**src/rtl/backup_row_scheduler.sv**
```systemverilog
// Backup-row scheduler: streams cfg_k backup-row transfers per tile and walks the
// feature row in tiles of CGS (or 2*CGS in stride-2) columns, with a handshake per tile.
module backup_row_scheduler #(
    parameter int MAX_K = 7,
    parameter int CGS   = 16,
    parameter int WW    = 12,
    parameter int PW    = 3
) (
    input  logic                         clock,
    input  logic                         reset,
    input  logic                         start,
    input  logic [$clog2(MAX_K+1)-1:0]   cfg_k,
    input  logic [WW-1:0]                cfg_rowWidth,
    input  logic [PW-1:0]                cfg_leftPad,
    input  logic                         cfg_s2,
    input  logic                         fifo_empty,
    input  logic                         tile_ack,
    output logic                         sendBackUpInput_valid,
    output logic [$clog2(MAX_K)-1:0]     backupId,
    output logic [WW-1:0]                readWidth,
    output logic [PW-1:0]                leftPad,
    output logic                         isStride2,
    output logic                         tile_ready,
    output logic                         busy,
    output logic                         done
);
    localparam int KW = $clog2(MAX_K + 1);
    localparam int IW = $clog2(MAX_K);
    localparam logic [WW:0] SPAN1 = (WW+1)'(CGS);
    localparam logic [WW:0] SPAN2 = (WW+1)'(2 * CGS);

    typedef enum logic [1:0] {IDLE, ISSUE, WAIT_ACK, FINISH} state_t;

    state_t         state_q, state_d;
    logic [IW-1:0]  row_q, row_d;
    logic [WW-1:0]  tile_q, tile_d;
    logic [WW:0]    num_tiles_q, num_tiles_d;
    logic [WW-1:0]  rem_q, rem_d;
    logic [KW-1:0]  k_q, k_d;
    logic           s2_q, s2_d;
    logic [WW-1:0]  read_width_q, read_width_d;
    logic [PW-1:0]  left_pad_q, left_pad_d;
    logic           valid_q, valid_d;
    logic           tile_ready_q, tile_ready_d;
    logic           busy_q, busy_d;
    logic           done_q, done_d;

    logic [WW:0]    span_cfg, total_cfg, tiles_cfg, first_room, span_q;
    logic [WW-1:0]  first_rd, rem_after, next_rd;
    logic           part_cfg;
    logic [KW-1:0]  row_ext;

    // Tile sizing for the layer being captured, and for the tile after the current one.
    always_comb begin
        span_cfg  = cfg_s2 ? SPAN2 : SPAN1;
        total_cfg = {1'b0, cfg_rowWidth} + (WW+1)'(cfg_leftPad);
        if (cfg_s2) begin
            tiles_cfg = total_cfg / SPAN2;
            part_cfg  = |(total_cfg % SPAN2);
        end else begin
            tiles_cfg = total_cfg / SPAN1;
            part_cfg  = |(total_cfg % SPAN1);
        end
        tiles_cfg  = tiles_cfg + (WW+1)'(part_cfg);
        first_room = span_cfg - (WW+1)'(cfg_leftPad);
        first_rd   = ({1'b0, cfg_rowWidth} < first_room) ? cfg_rowWidth : first_room[WW-1:0];

        span_q    = s2_q ? SPAN2 : SPAN1;
        rem_after = rem_q - read_width_q;
        next_rd   = ({1'b0, rem_after} < span_q) ? rem_after : span_q[WW-1:0];
        row_ext   = KW'(row_q);
    end

    always_comb begin
        state_d      = state_q;
        row_d        = row_q;
        tile_d       = tile_q;
        num_tiles_d  = num_tiles_q;
        rem_d        = rem_q;
        k_d          = k_q;
        s2_d         = s2_q;
        read_width_d = read_width_q;
        left_pad_d   = left_pad_q;
        valid_d      = valid_q;
        tile_ready_d = tile_ready_q;
        busy_d       = busy_q;
        done_d       = 1'b0;
        case (state_q)
            IDLE: begin
                if (start) begin
                    state_d      = ISSUE;
                    row_d        = '0;
                    tile_d       = '0;
                    k_d          = cfg_k;
                    s2_d         = cfg_s2;
                    num_tiles_d  = tiles_cfg;
                    rem_d        = cfg_rowWidth;
                    read_width_d = first_rd;
                    left_pad_d   = cfg_leftPad;
                    valid_d      = 1'b1;
                    busy_d       = 1'b1;
                end
            end
            ISSUE: begin
                // An empty FIFO stalls everything; the request stays asserted.
                if (!fifo_empty) begin
                    if (row_ext == k_q - KW'(1)) begin
                        state_d      = WAIT_ACK;
                        row_d        = '0;
                        valid_d      = 1'b0;
                        tile_ready_d = 1'b1;
                    end else begin
                        row_d = row_q + IW'(1);
                    end
                end
            end
            WAIT_ACK: begin
                if (tile_ack) begin
                    tile_ready_d = 1'b0;
                    if ({1'b0, tile_q} == num_tiles_q - (WW+1)'(1)) begin
                        state_d = FINISH;
                        done_d  = 1'b1;
                    end else begin
                        state_d      = ISSUE;
                        tile_d       = tile_q + WW'(1);
                        rem_d        = rem_after;
                        read_width_d = next_rd;
                        left_pad_d   = '0;
                        valid_d      = 1'b1;
                    end
                end
            end
            FINISH: begin
                state_d = IDLE;
                busy_d  = 1'b0;
            end
            default: begin
                state_d = IDLE;
            end
        endcase
    end

    always_ff @(posedge clock) begin
        if (reset) begin
            state_q      <= IDLE;
            row_q        <= '0;
            tile_q       <= '0;
            num_tiles_q  <= '0;
            rem_q        <= '0;
            k_q          <= '0;
            s2_q         <= 1'b0;
            read_width_q <= '0;
            left_pad_q   <= '0;
            valid_q      <= 1'b0;
            tile_ready_q <= 1'b0;
            busy_q       <= 1'b0;
            done_q       <= 1'b0;
        end else begin
            state_q      <= state_d;
            row_q        <= row_d;
            tile_q       <= tile_d;
            num_tiles_q  <= num_tiles_d;
            rem_q        <= rem_d;
            k_q          <= k_d;
            s2_q         <= s2_d;
            read_width_q <= read_width_d;
            left_pad_q   <= left_pad_d;
            valid_q      <= valid_d;
            tile_ready_q <= tile_ready_d;
            busy_q       <= busy_d;
            done_q       <= done_d;
        end
    end

    assign sendBackUpInput_valid = valid_q;
    assign backupId              = row_q;
    assign readWidth             = read_width_q;
    assign leftPad               = left_pad_q;
    assign isStride2             = s2_q;
    assign tile_ready            = tile_ready_q;
    assign busy                  = busy_q;
    assign done                  = done_q;
endmodule
```
**config.mk**
```make
export PLATFORM = sky130hd
export DESIGN_NAME = backup_row_scheduler
export DESIGN_NICKNAME = d
export VERILOG_FILES = /design/src/rtl/backup_row_scheduler.sv
export SDC_FILE = /design/constraint.sdc
export NUM_CORES = 1
export LEC_CHECK = 0
export CAP_MARGIN = 20
export CORE_MARGIN = 1
export CORE_UTILIZATION = 25
export CTS_BUF_LIST = sky130_fd_sc_hd__clkbuf_8
export DETAILED_ROUTE_END_ITERATION = 16
export HOLD_SLACK_MARGIN = 0.06
export PLACE_DENSITY_LB_ADDON = 0.1
export REMOVE_ABC_BUFFERS = 1
export SYNTH_ARGS = -nofsm -noshare
export SYNTH_HDL_FRONTEND = slang
export SYNTH_SLANG_ARGS = --single-unit
```
**constraint.sdc**
```tcl
create_clock -name clock -period 3.08 [get_ports clock]
set_input_delay 0.308 -clock clock [delete_from_list [all_inputs] [get_ports clock]]
set_output_delay 0.308 -clock clock [all_outputs]
set_load 0.05 [all_outputs]
```
Yosys cells after proc, flatten, opt, wreduce, memory -nomap -nowiden

Index checks and enable logic that the tools add are counted.

$add $sub $neg: 8
Multipliers: 0
Div/mod/pow operators: 0
Order comparisons: 2
Eq/ne operators: 10
Shift-type cells: 0
Multiplexer cells: 44
Bitwise operators: 2
Reduce and logical (&&, ||, !) cells: 16

Operator list:

| kind                    | count |
|---|---|
| $mux W12                | 11 |
| $pmux W12 S2            | 3 |
| $mux W3                 | 6 |
| $add A12 B3 Y13         | 1 |
| $add A13 B1 Y13         | 1 |
| $eq A12 B13 Y1          | 1 |
| $lt A12 B13 Y1          | 1 |
| $sub A13 B1 Y13 const B | 1 |
| $add A12 B1 Y12 const B | 1 |
| $lt A12 B6 Y1           | 1 |
| $mux W6                 | 2 |
| $pmux W3 S2             | 2 |
| $reduce_and A4 Y1       | 3 |
| $sub A12 B12 Y12        | 1 |
| $mux W1                 | 10 |
| $mux W2                 | 5 |
| $ne A2 B2 Y1 const B    | 5 |
| $mux W9                 | 1 |
| $pmux W2 S4             | 1 |
| $reduce_bool A2 Y1      | 4 |
| $sub A6 B3 Y7           | 1 |
| $reduce_and A6 Y1       | 1 |
| $reduce_or A5 Y1        | 1 |
| $eq A2 B2 Y1 const B    | 2 |
| 13 further kinds        | 16 |

Register bits after elaboration: 65
Bits in latches: 0
Bits in writable memories: 0
Memory bits (read-only): 0
Input bits: 24
Output and inout bits: 23
Logic and storage cells: 95
Memories kept: 0

Logic depth before layout (Yosys ltp)

Gate-level depths: netlist of run 1.

Depth in word-level cells: 6
Depth in mapped cells: 15
Mapped depth without buffers: 15

Worst setup path after synthesis of run 1

OpenSTA, ideal clock, no wires.

Path kind: register -> register
Start: reg read_width_q[1], in the netlist readWidth[1]
End: reg read_width_q[5], in the netlist readWidth[5]
Library setup time: 0.086 ns
Arrival time: 3.286 ns
Data required time: 2.994 ns
Slack: -0.292 ns
Cell stages (with the launch flop): 14
Path buffers: 0
Period minus slack after synthesis: 3.372 ns
Cell sequence: dfxtp_1 > inv_1 > ha_1 > nor2b_1 > o31a_1 > o21ai_0 > nor2b_1 > xnor2_1 > inv_1 > ha_1 > a2111oi_0 > nand4_1 > mux2i_1 > a221oi_2

Longest elaborated chain between the ends: 6

Ends and longest elaborated chain:

| what                     | RTL line | source |
|---|---|---|
| start: declaration       | 41       | `logic [WW-1:0] read_width_q, read_width_d;` |
| start signal: assignment | 166      | `read_width_q <= read_width_d;` |
| $sub A12 B12 Y12 *       | 69       | `rem_after = rem_q - read_width_q;` |
| $lt A12 B6 Y1            | 70       | `next_rd = ({1'b0, rem_after} < span_q) ? rem_after : span_q[WW-1:0];` |
| $mux W12 *               | 70       |  |
| $mux W12 *               | 120      | `if ({1'b0, tile_q} == num_tiles_q - (WW+1)'(1)) begin` |
| $mux W12 *               | 118      | `if (tile_ack) begin` |
| $pmux W12 S2 *           | 88       | `case (state_q)` |

Every way passes the cells marked *; elsewhere a longest branch is shown, timed or not. The select of a mux whose other input is x is not followed.
A chain may end at the register's enable or synchronous reset.

Worst setup path after layout of run 1

Start: reg num_tiles_q[1]
End: reg rem_q[4]

Longest elaborated chain between the ends: 4

Ends and longest elaborated chain:

| what                        | RTL line | source |
|---|---|---|
| start: declaration          | 37       | `logic [WW:0] num_tiles_q, num_tiles_d;` |
| start signal: assignment    | 162      | `num_tiles_q <= num_tiles_d;` |
| $sub A13 B1 Y13             | 120      |  |
| $eq A12 B13 Y1              | 120      |  |
| $ne A2 B2 Y1 (no line)      | n/a      |  |
| $reduce_and A4 Y1 (no line) | n/a      |  |
| end signal: assignment      | 163      | `rem_q <= rem_d;` |
| end: declaration            | 38       | `logic [WW-1:0] rem_q, rem_d;` |

No other way between the ends.

==> results of run 1 <==
==> how the worst max path moves through the flow <==
stage	startpoint	endpoint	depth (start not counted)
after floorplan	readWidth[1]	readWidth[5]	13
after global placement	cfg_rowWidth[0]	num_tiles_q[6]	14
after detailed placement	cfg_rowWidth[0]	num_tiles_q[6]	14
after CTS	cfg_rowWidth[0]	num_tiles_q[6]	14
after global routing	readWidth[1]	readWidth[5]	14
final	num_tiles_q[1]	rem_q[4]	9
==> flip-flops by register name, indices dropped and copies added (netlist names) <==
| signal | flops |
|---|---|
| backupId | 3 |
| busy | 1 |
| done | 1 |
| isStride2 | 1 |
| k_q | 3 |
| leftPad | 3 |
| num_tiles_q | 10 |
| readWidth | 12 |
| rem_q | 12 |
| sendBackUpInput_valid | 1 |
| state_q | 2 |
| tile_q | 12 |
| tile_ready | 1 |
==> critical path, stage by stage, from the launching register on <==
cell       delay [ns]
dfxtp_2          0.32
buf_4            0.13
or4_1            0.54
or4_4            0.55
a2111oi_4        0.36
buf_4            0.19
a31oi_4          0.10
buf_6            0.16
and3_1           0.17
a2111oi_2        0.32
==> synth_stat cells (all sizes together) (6+ instances only) <==
library cell,count
xor2,14
a22oi,8
o211ai,6
clkbuf,22
a211oi,6
dfxtp,62
nand2,53
nor2,58
a21oi,26
nor3,25
o21ai,16
nand2b,10
buf,9
xnor2,30
inv,41
mux2i,13
nor4,7
a31oi,17
ha,29
nand3,20
nand4,10
nor2b,9
==> routing by layer <==
metal | wire (um) | up-vias
met5 | 0 | -
li1 | - | 2285
met2 | 6590 | 52
met3 | 388 | 12
met4 | 140 | 0
met1 | 6940 | 2115
==> what timing repair did <==
action	in CTS	in global routing
resized for setup	4	26
endpoints found under the hold margin	0	0
buffers inserted	0	8
pin swaps	0	7
endpoints found under the setup margin	6	24
==> cell usage in the layout (no fill, tap or decap), drive strengths merged, types with 20 or more instances in the layout <==
cell / count
a21oi: 26
buf: 81
clkdlybuf4s50: 45
dfxtp: 62
ha: 29
inv: 41
nand2: 53
nand3: 20
nor2: 58
nor3: 25
xnor2: 30
==> cell type report <==
cell class,instances,area (sq um),share of cell area
flip-flops and latches,62,1240,0.205
clock buffers,11,151,0.0250
well taps,225,282,0.0464
inverters,41,154,0.0254
repair buffers,126,1100,0.182
clock inverters,4,22.5,0.00372
multi-input cells,441,3110,0.513
==> power breakdown <==
group	leakage [nW]	total, mW	switching [mW]	internal, mW
Clock	0.0910	0.689	0.362	0.327
Combinational	1.73	0.916	0.486	0.430
Sequential	0.507	0.881	0.0402	0.841
Total	2.33	2.49	0.888	1.60
==> metrics by stage <==
stage | setup WS [ns] | hold WS [ns] | TNS, ns
after floorplan | -0.292 | 0.374 | -1.54
after global placement | -0.242 | 0.449 | -1.54
after detailed placement | -0.385 | 0.457 | -2.32
after CTS | 0.0148 | 0.396 | 0
after global routing | -0.00601 | 0.409 | -0.00601
final | 0.140 | 0.418 | 0
==> logic make-up (layout without fill, tap and decap cells) <==
family	count (synthesis)	after routing	share of synthesized area
xor gates and xnor gates	44	44	0.0851
buffers and inverters	72	182	0.0663
and+or+nand+nor	222	222	0.242
adders and majority gates	31	31	0.0889
DFF	62	62	0.274
AOI/OAI and AO/OA	131	131	0.215
muxes	13	13	0.0287
==> results.tsv, run 1 <==
metric	value	unit
status	complete, no violations	
Slew Viols, Final	0	
Yosys top cell area share	0.274	
FFs w/ async S/R, synth	0	
Final Cell Area	6060	sq um
GRT Residual Overflow	0	
Max Clock Skew	0.0120	ns
Post-Syn Instances	575	
area delta synth->final	33.8	%
unique cell type count in the Yosys netlist	68	
final WL	14.1	mm
Die W	137	um
WP data arrival	3.20	ns
Final Critical Period	2.94	ns
DR DRC count	0	
Core ar.	17500	sq um
Starting Density	0.259	
DIE HEIGHT	137	um
Hold EP	leftPad[0]	
layout cells sized above 1	0.196	
Power, Total	2.49	mW
wire per inst	15.4	um
Initial DRC Count	213	
endpoint class of the critical path	flop	
syn avg cell area	7.88	sq um
total inserted antenna cells	0	
die area	18700	sq um
RD Place Congestion	0.808	
clock sinks	62	
DR vias/cell	4.91	
biggest area consumer among synthesized cells	dfxtp_1	
hold wc startpoint	reset	
Hold Path Depth	2	
Tcrit/Tclk final	0.955	
via count	4464	
largest cells by area after synthesis	dfxtp_1, ha_1, xnor2_1	
WP data required	3.34	ns
largest net degree at the start of global routing	35	
Worst-path clk slew	0.08	ns
max cap viols	0	
Post-synth EDFFs	0	
CTS hold repair buffers	0	
Layout Cells excl Fill	910	
utilization after layout	0.347	
GRT Util Overall	0.158	
CTS Root Cell	clkbuf_8	
Cell Area, Placed	5690	sq um
hold crit path type	in2reg	
Leak	2.33	nW
Max VDD drop	200	uV
Worst Setup Start Kind	flop	
r2r startpoint	num_tiles_q[1]	
initial antenna violation count	0	
CP Max Fanout	5	
Num CTS Buffers	9	
max_slew headroom	0.631	
Critical R2R Capture	rem_q[4]	
max frequency	340	MHz
Main synth FF type	dfxtp_1	
synth warn	0	
global routing met2 resource utilization	0.260	
Final Setup Violations	0	
vias in the first global route	4362	
Final ANT Viol Nets	0	
Final Hold Fails	0	
DP Cell Count	887	
Worst R2R Setup Slack	0.14	ns
# rows	48	
Port Buffers	46	
Fillers	1842	
first-pass GRT wire length	22.6	mm
Yosys reg bits	62	
DP HPWL	10.4	mm
Nets	736	
TritonCTS clock tree	yes	
register area share after synthesis	0.274	
busiest grt layer	met2	
mapped cell area	4530	sq um
grt met1 use	0.207	
reg2reg path depth	9	
Crit Path Category	reg2reg	
pwr dens	410	nW/um^2
GRT met3 Usage	0.0333	
drt first pass iters	4	
worst-margin pin slew	0.553	ns
num ports	47	
Worst-Skew Late Latency	0.37	ns
Clock Path Buffers	2	
Max H-tree Level	3	
Power figures use the tool's default switching activity.
==> run 2: changes to the inputs <==
- CORE_MARGIN: 1 -> 3
- PLACE_DENSITY: default -> 0.55
- PLACE_DENSITY_LB_ADDON: 0.1 -> default
==> run 2 against run 1 <==
Register-to-register slack got worse by 0.05 ns. Clock skew decreased by 0.0016 ns. Clock power increased by 18%. Wire length decreased by 9.0%. Sequential power about the same.
==> results.tsv, run 2 (synthesized netlist as in run 1, its figures left out) <==
metric	value	unit
Worst Setup Start Kind	flop	
Cell Area, Placed	5590	sq um
WP depth	12	
DIE HEIGHT	141	um
Port Buffers	46	
final WL	12.8	mm
pwr dens	428	nW/um^2
Core ar.	17500	sq um
met2 wire len	6.14	mm
Die W	141	um
CP Max Fanout	6	
num ports	47	
WP data required	3.31	ns
drt first pass iters	5	
DP Cell Count	876	
Fillers	1866	
TritonCTS clock tree	yes	
Hold EP	leftPad[1]	
Final Hold Fails	0	
CTS hold repair buffers	0	
Crit Path Category	reg2reg	
r2r startpoint	num_tiles_q[0]	
vias in the first global route	4206	
Worst-Skew Late Latency	0.37	ns
Initial DRC Count	265	
multi-input logic area	3110	sq um
RSZ-0062 raised after global routing	yes	
commonest non-fill, non-tap cell in the layout	buf_4	
Tcrit/Tclk final	0.970	
Layout Cells excl Fill	898	
Final ANT Viol Nets	0	
clock sinks	62	
max cap viols	0	
combinational share of power	0.343	
max_slew headroom	0.626	
Hold Path Depth	2	
Worst-path clk slew	0.07	ns
register share of total power	0.342	
Crit-path slowest cell	or4_4	
DR DRC count	0	
total inserted antenna cells	0	
CTS Root Cell	clkbuf_8	
Final Cell Area	6030	sq um
crit-path max cell delay	0.50	ns
Max VDD drop	224	uV
hold crit path type	in2reg	
area delta synth->final	33.1	%
Final Setup Violations	0	
layout cells sized above 1	0.180	
Final Critical Period	2.99	ns
Leak	2.30	nW
first-pass GRT wire length	20.7	mm
status	complete, no violations	
RD Place Congestion	0.828	
commonest non-fill, non-tap cells in the layout	buf_4, dfxtp_1, nor2_1, nand2_1, clkdlybuf4s50_1	
highest routed layer	met4	
cells along the critical path	inv_1 -> ha_2 -> or3b_4 -> xnor2_1 -> or4_4 -> a2111oi_4 -> buf_4 -> a31oi_4 -> buf_6 -> nand3_1 -> o221a_2 -> nor2_1	
Starting Density	0.258	
WP data arrival	3.22	ns
DP HPWL	9.49	mm
register cell area after layout	1240	sq um
clock power share	0.315	
via count	4382	
Internal	1.73	mW
Nets	723	
hold wc startpoint	reset	
GRT Residual Overflow	0	
Power, Total	2.58	mW
Slew Viols, Final	0	
GRT Util Overall	0.128	
wire per inst	14.2	um
initial antenna violation count	0	
Hold Slack	0.337	ns
Clock Path Buffers	2	
max frequency	335	MHz
Num CTS Buffers	9	
DR vias/cell	4.88	
Max H-tree Level	3	
met3 routed wirelength	458	um
Worst R2R Setup Slack	0.09	ns
sw frac	0.331	
worst-margin pin slew	0.560	ns
Net Sw Power	0.853	mW
reg2reg path depth	12	
cell family with most CP delay	simple AND/OR/NAND/NOR gates	
WL met1	5.97	mm
Critical R2R Capture	readWidth[2]	
Max Clock Skew	0.0104	ns
Bufs and invs on worst path	3	
endpoint class of the critical path	flop	
# rows	48	
die area	19800	sq um
largest net degree at the start of global routing	35	
-- run 2: changes by cell type in the layout (fill, tap and decap cells not counted), moves of 2 or more --
cell,previous run,this run
buf_4,75,60
buf_12,3,1
buf_6,2,4
bufinv_16,0,2
clkbuf_16,0,2
o311ai_1,0,2
-- run 2: worst max path at each step --
stage | from | slack [ns] | to
6_report | num_tiles_q[0] | 0.09 | readWidth[2]
3_3_place_gp | cfg_rowWidth[0] | -0.23 | num_tiles_q[6]
4_1_cts | readWidth[1] | 0.04 | readWidth[0]
2_1_floorplan | readWidth[1] | -0.29 | readWidth[5]
3_5_place_dp | cfg_rowWidth[0] | -0.23 | num_tiles_q[6]
5_1_grt | readWidth[1] | -0.04 | readWidth[5]
-- run 2: area by class of cell --
type                            instances  share of cell area
Tap cell                              225              0.0467
Multi-Input combinational cell        441               0.516
Clock buffer                           10              0.0228
Inverter                               41              0.0259
Timing Repair Buffer                  113               0.169
Clock inverter                          6              0.0129
Sequential cell                        62               0.206
-- run 2: stage by stage --
stage,TNS [ns],util,setup slack [ns]
after CTS,0,0.332,0.0438
after global routing,-0.113,0.344,-0.0446
after detailed placement,-1.08,0.319,-0.233
after global placement,-1.09,0.319,-0.230
final,0,0.344,0.0910
after floorplan,-1.54,-,-0.292
-- run 2: what timing repair did --
action	in CTS	in global routing
resized for setup	3	32
pin swaps	0	12
buffers inserted	0	4
cloned	0	2
endpoints found under the setup margin	5	23
-- run 2: worst reg2reg max path, stage by stage, from the launching register on --
cell       delay, ns
dfxtp_1         0.35
inv_1           0.08
ha_2            0.18
or3b_4          0.39
xnor2_1         0.13
or4_4           0.50
a2111oi_4       0.34
buf_4           0.19
a31oi_4         0.17
buf_6           0.19
nand3_1         0.11
o221a_2         0.19
nor2_1          0.04
-- run 2: power by group through the flow --
stage               logic, mW  registers, mW  clock network [mW]
floorplan               0.452          0.929                   0
global placement        0.793          0.898                   0
detailed placement      0.793          0.899                   0
CTS                     0.808          0.880               0.836
global route            0.975          0.890               0.876
finish                  0.884          0.883               0.812
-- run 2: metal layers --
layer  up-vias  GRT usage
met5         -          0
met4         0     0.0398
met3        19     0.0285
met2        83      0.214
met1      2023      0.164
li1       2257          -
==> run 3: changes to the inputs <==
- CORE_MARGIN: 3 -> 2
- CORE_UTILIZATION: 25 -> 50
- PLACE_DENSITY: 0.55 -> 0.86
==> run 3 against run 2 <==
The run now ends with setup timing left. Design area decreased by 2.6%. Global-route usage increased by 13 points. Sequential power about the same. Total power decreased by 3.0%. Critical path depth increased by 2. Combinational power increased by 7.1%. Cell count decreased by 13%. Utilization increased by 33 points. Clock skew decreased by 0.0057 ns. Wire length increased by 8.8%. Count of clock-buffer cells in the layout increased by 1. Register-to-register slack got worse by 0.17 ns. Critical path type unchanged. Largest cell class unchanged.
==> results.tsv, run 3 (synthesized netlist as in run 1, its figures left out) <==
metric	value	unit
first-pass GRT wire length	20.8	mm
worst-margin pin slew	0.689	ns
Crit Path Category	reg2reg	
setup ws final	-0.0794	ns
commonest non-fill, non-tap cells in the layout	buf_4, dfxtp_1, nor2_1, nand2_1, clkdlybuf4s50_1	
initial antenna violation count	0	
GRT met3 Usage	0.0534	
WP data required	3.36	ns
# rows	34	
GRT Util Overall	0.259	
Core ar.	8760	sq um
Power, Total	2.50	mW
Starting Density	0.517	
largest net degree at the start of global routing	36	
RSZ-0062 raised after global routing	yes	
Final Setup Violations	3	
CTS hold repair buffers	0	
global routing met2 resource utilization	0.445	
pwr dens	426	nW/um^2
RD Place Congestion	0.924	
Hold Path Depth	2	
Final Critical Period	3.16	ns
DIE HEIGHT	99.2	um
failing checks	setup timing	
Crit-path slowest cell	a2111oi_4	
DR DRC count	0	
Final Hold Fails	0	
Fillers	663	
Clock Path Buffers	2	
TritonCTS clock tree	yes	
commonest non-fill, non-tap cell in the layout	buf_4	
area delta synth->final	29.7	%
wire per inst	17.9	um
status	finished, violations left	
Nets	721	
busiest grt layer	met2	
total inserted antenna cells	0	
Worst Setup Start Kind	flop	
cells along the critical path	inv_4 -> ha_4 -> nor2b_4 -> o31a_1 -> o21ai_2 -> nor2b_4 -> xnor2_2 -> inv_2 -> ha_4 -> a2111oi_4 -> nand4_1 -> buf_4 -> mux2i_2 -> a221oi_2	
DP HPWL	9.21	mm
Max H-tree Level	3	
final WL	13.9	mm
crit-path max cell delay	0.37	ns
Worst-path clk slew	0.07	ns
max frequency	317	MHz
Final ANT Viol Nets	0	
Die W	99.2	um
Max Clock Skew	0.00471	ns
Num CTS Buffers	9	
Worst-Skew Late Latency	0.36	ns
num ports	47	
max cap viols	0	
Initial DRC Count	474	
Worst R2R Setup Slack	-0.08	ns
Final Cell Area	5880	sq um
grt met1 use	0.303	
layout cells sized above 1	0.191	
Layout Cells excl Fill	778	
max_slew headroom	0.541	
Max VDD drop	253	uV
drt first pass iters	7	
Slew Viols, Final	0	
Port Buffers	46	
via count	4845	
endpoint class of the critical path	flop	
clock sinks	62	
CP Max Fanout	3	
CTS Root Cell	clkbuf_8	
Critical Path Source	readWidth[1]	
r2r startpoint	readWidth[1]	
Critical R2R Capture	readWidth[5]	
vias in the first global route	4657	
die area	9840	sq um
reg2reg path depth	14	
crit path to	readWidth[5]	
Cell Area, Placed	5390	sq um
Leak	2.28	nW
DR vias/cell	6.23	
hold crit path type	reg2reg	
WP data arrival	3.44	ns
Tcrit/Tclk final	1.03	
GRT Residual Overflow	0	
DP Cell Count	750	
-- run 3: cell count changes in the layout (fill, tap and decap cells not counted), sizes merged --
cell / change
buf: -2
inv: -2
bufinv: -2
clkinv: +1
clkbuf: +1
clkinvlp: +1
-- run 3: final cells by class --
cell class / instances / area (sq um) / area share
multi-input cells: 441 / 3160 / 0.538
flip-flops and latches: 62 / 1250 / 0.212
repair buffers: 111 / 1000 / 0.171
inverters: 41 / 156 / 0.0266
clock buffers: 11 / 151 / 0.0258
well taps: 108 / 135 / 0.0230
clock inverters: 4 / 22.5 / 0.00383
-- run 3: worst min-delay path by stage --
stage	start	to
final	busy	busy
after global routing	readWidth[6]	readWidth[6]
after CTS	busy	busy
after detailed placement	busy	busy
after global placement	busy	busy
after floorplan	reset	readWidth[5]
-- run 3: metal layers --
metal,share of wire,vias up
li1,-,2250
met1,0.40,2298
met2,0.49,240
met3,0.070,57
met4,0.039,0
met5,0,-
-- run 3: timing repair --
action | in CTS | in global routing
gates cloned | 0 | 2
setup endpoints to repair | 7 | 26
pin swaps | 1 | 17
endpoints found under the hold margin | 0 | 0
resized for setup | 8 | 34
buffers inserted | 1 | 10
-- run 3: stage by stage --
step	hold slack, ns	TNS (ns)	utilization	worst slack [ns]
floorplan	0.374	-1.54	-	-0.292
global route	0.482	-0.990	0.670	-0.191
detailed placement	0.456	-2.96	0.615	-0.367
global placement	0.443	-1.24	0.615	-0.246
CTS	0.466	0	0.640	0.0455
finish	0.460	-0.136	0.670	-0.0794
-- run 3: worst max-delay path, delay by kind of cell, from the launching register on --
family | cells | cell delay, ns
mux | 1 | 0.14
fa+ha+maj | 2 | 0.46
xor+xnor | 1 | 0.13
simple gates | 3 | 0.54
compound gates | 4 | 1.12
flops | 1 | 0.36
buf+inv | 3 | 0.32
-- run 3: power by group --
| group | switching [mW] | internal [mW] |
|---|---|---|
| Combinational | 0.518 | 0.429 |
| Sequential | 0.0415 | 0.841 |
| Clock | 0.345 | 0.327 |
| Total | 0.905 | 1.60 |
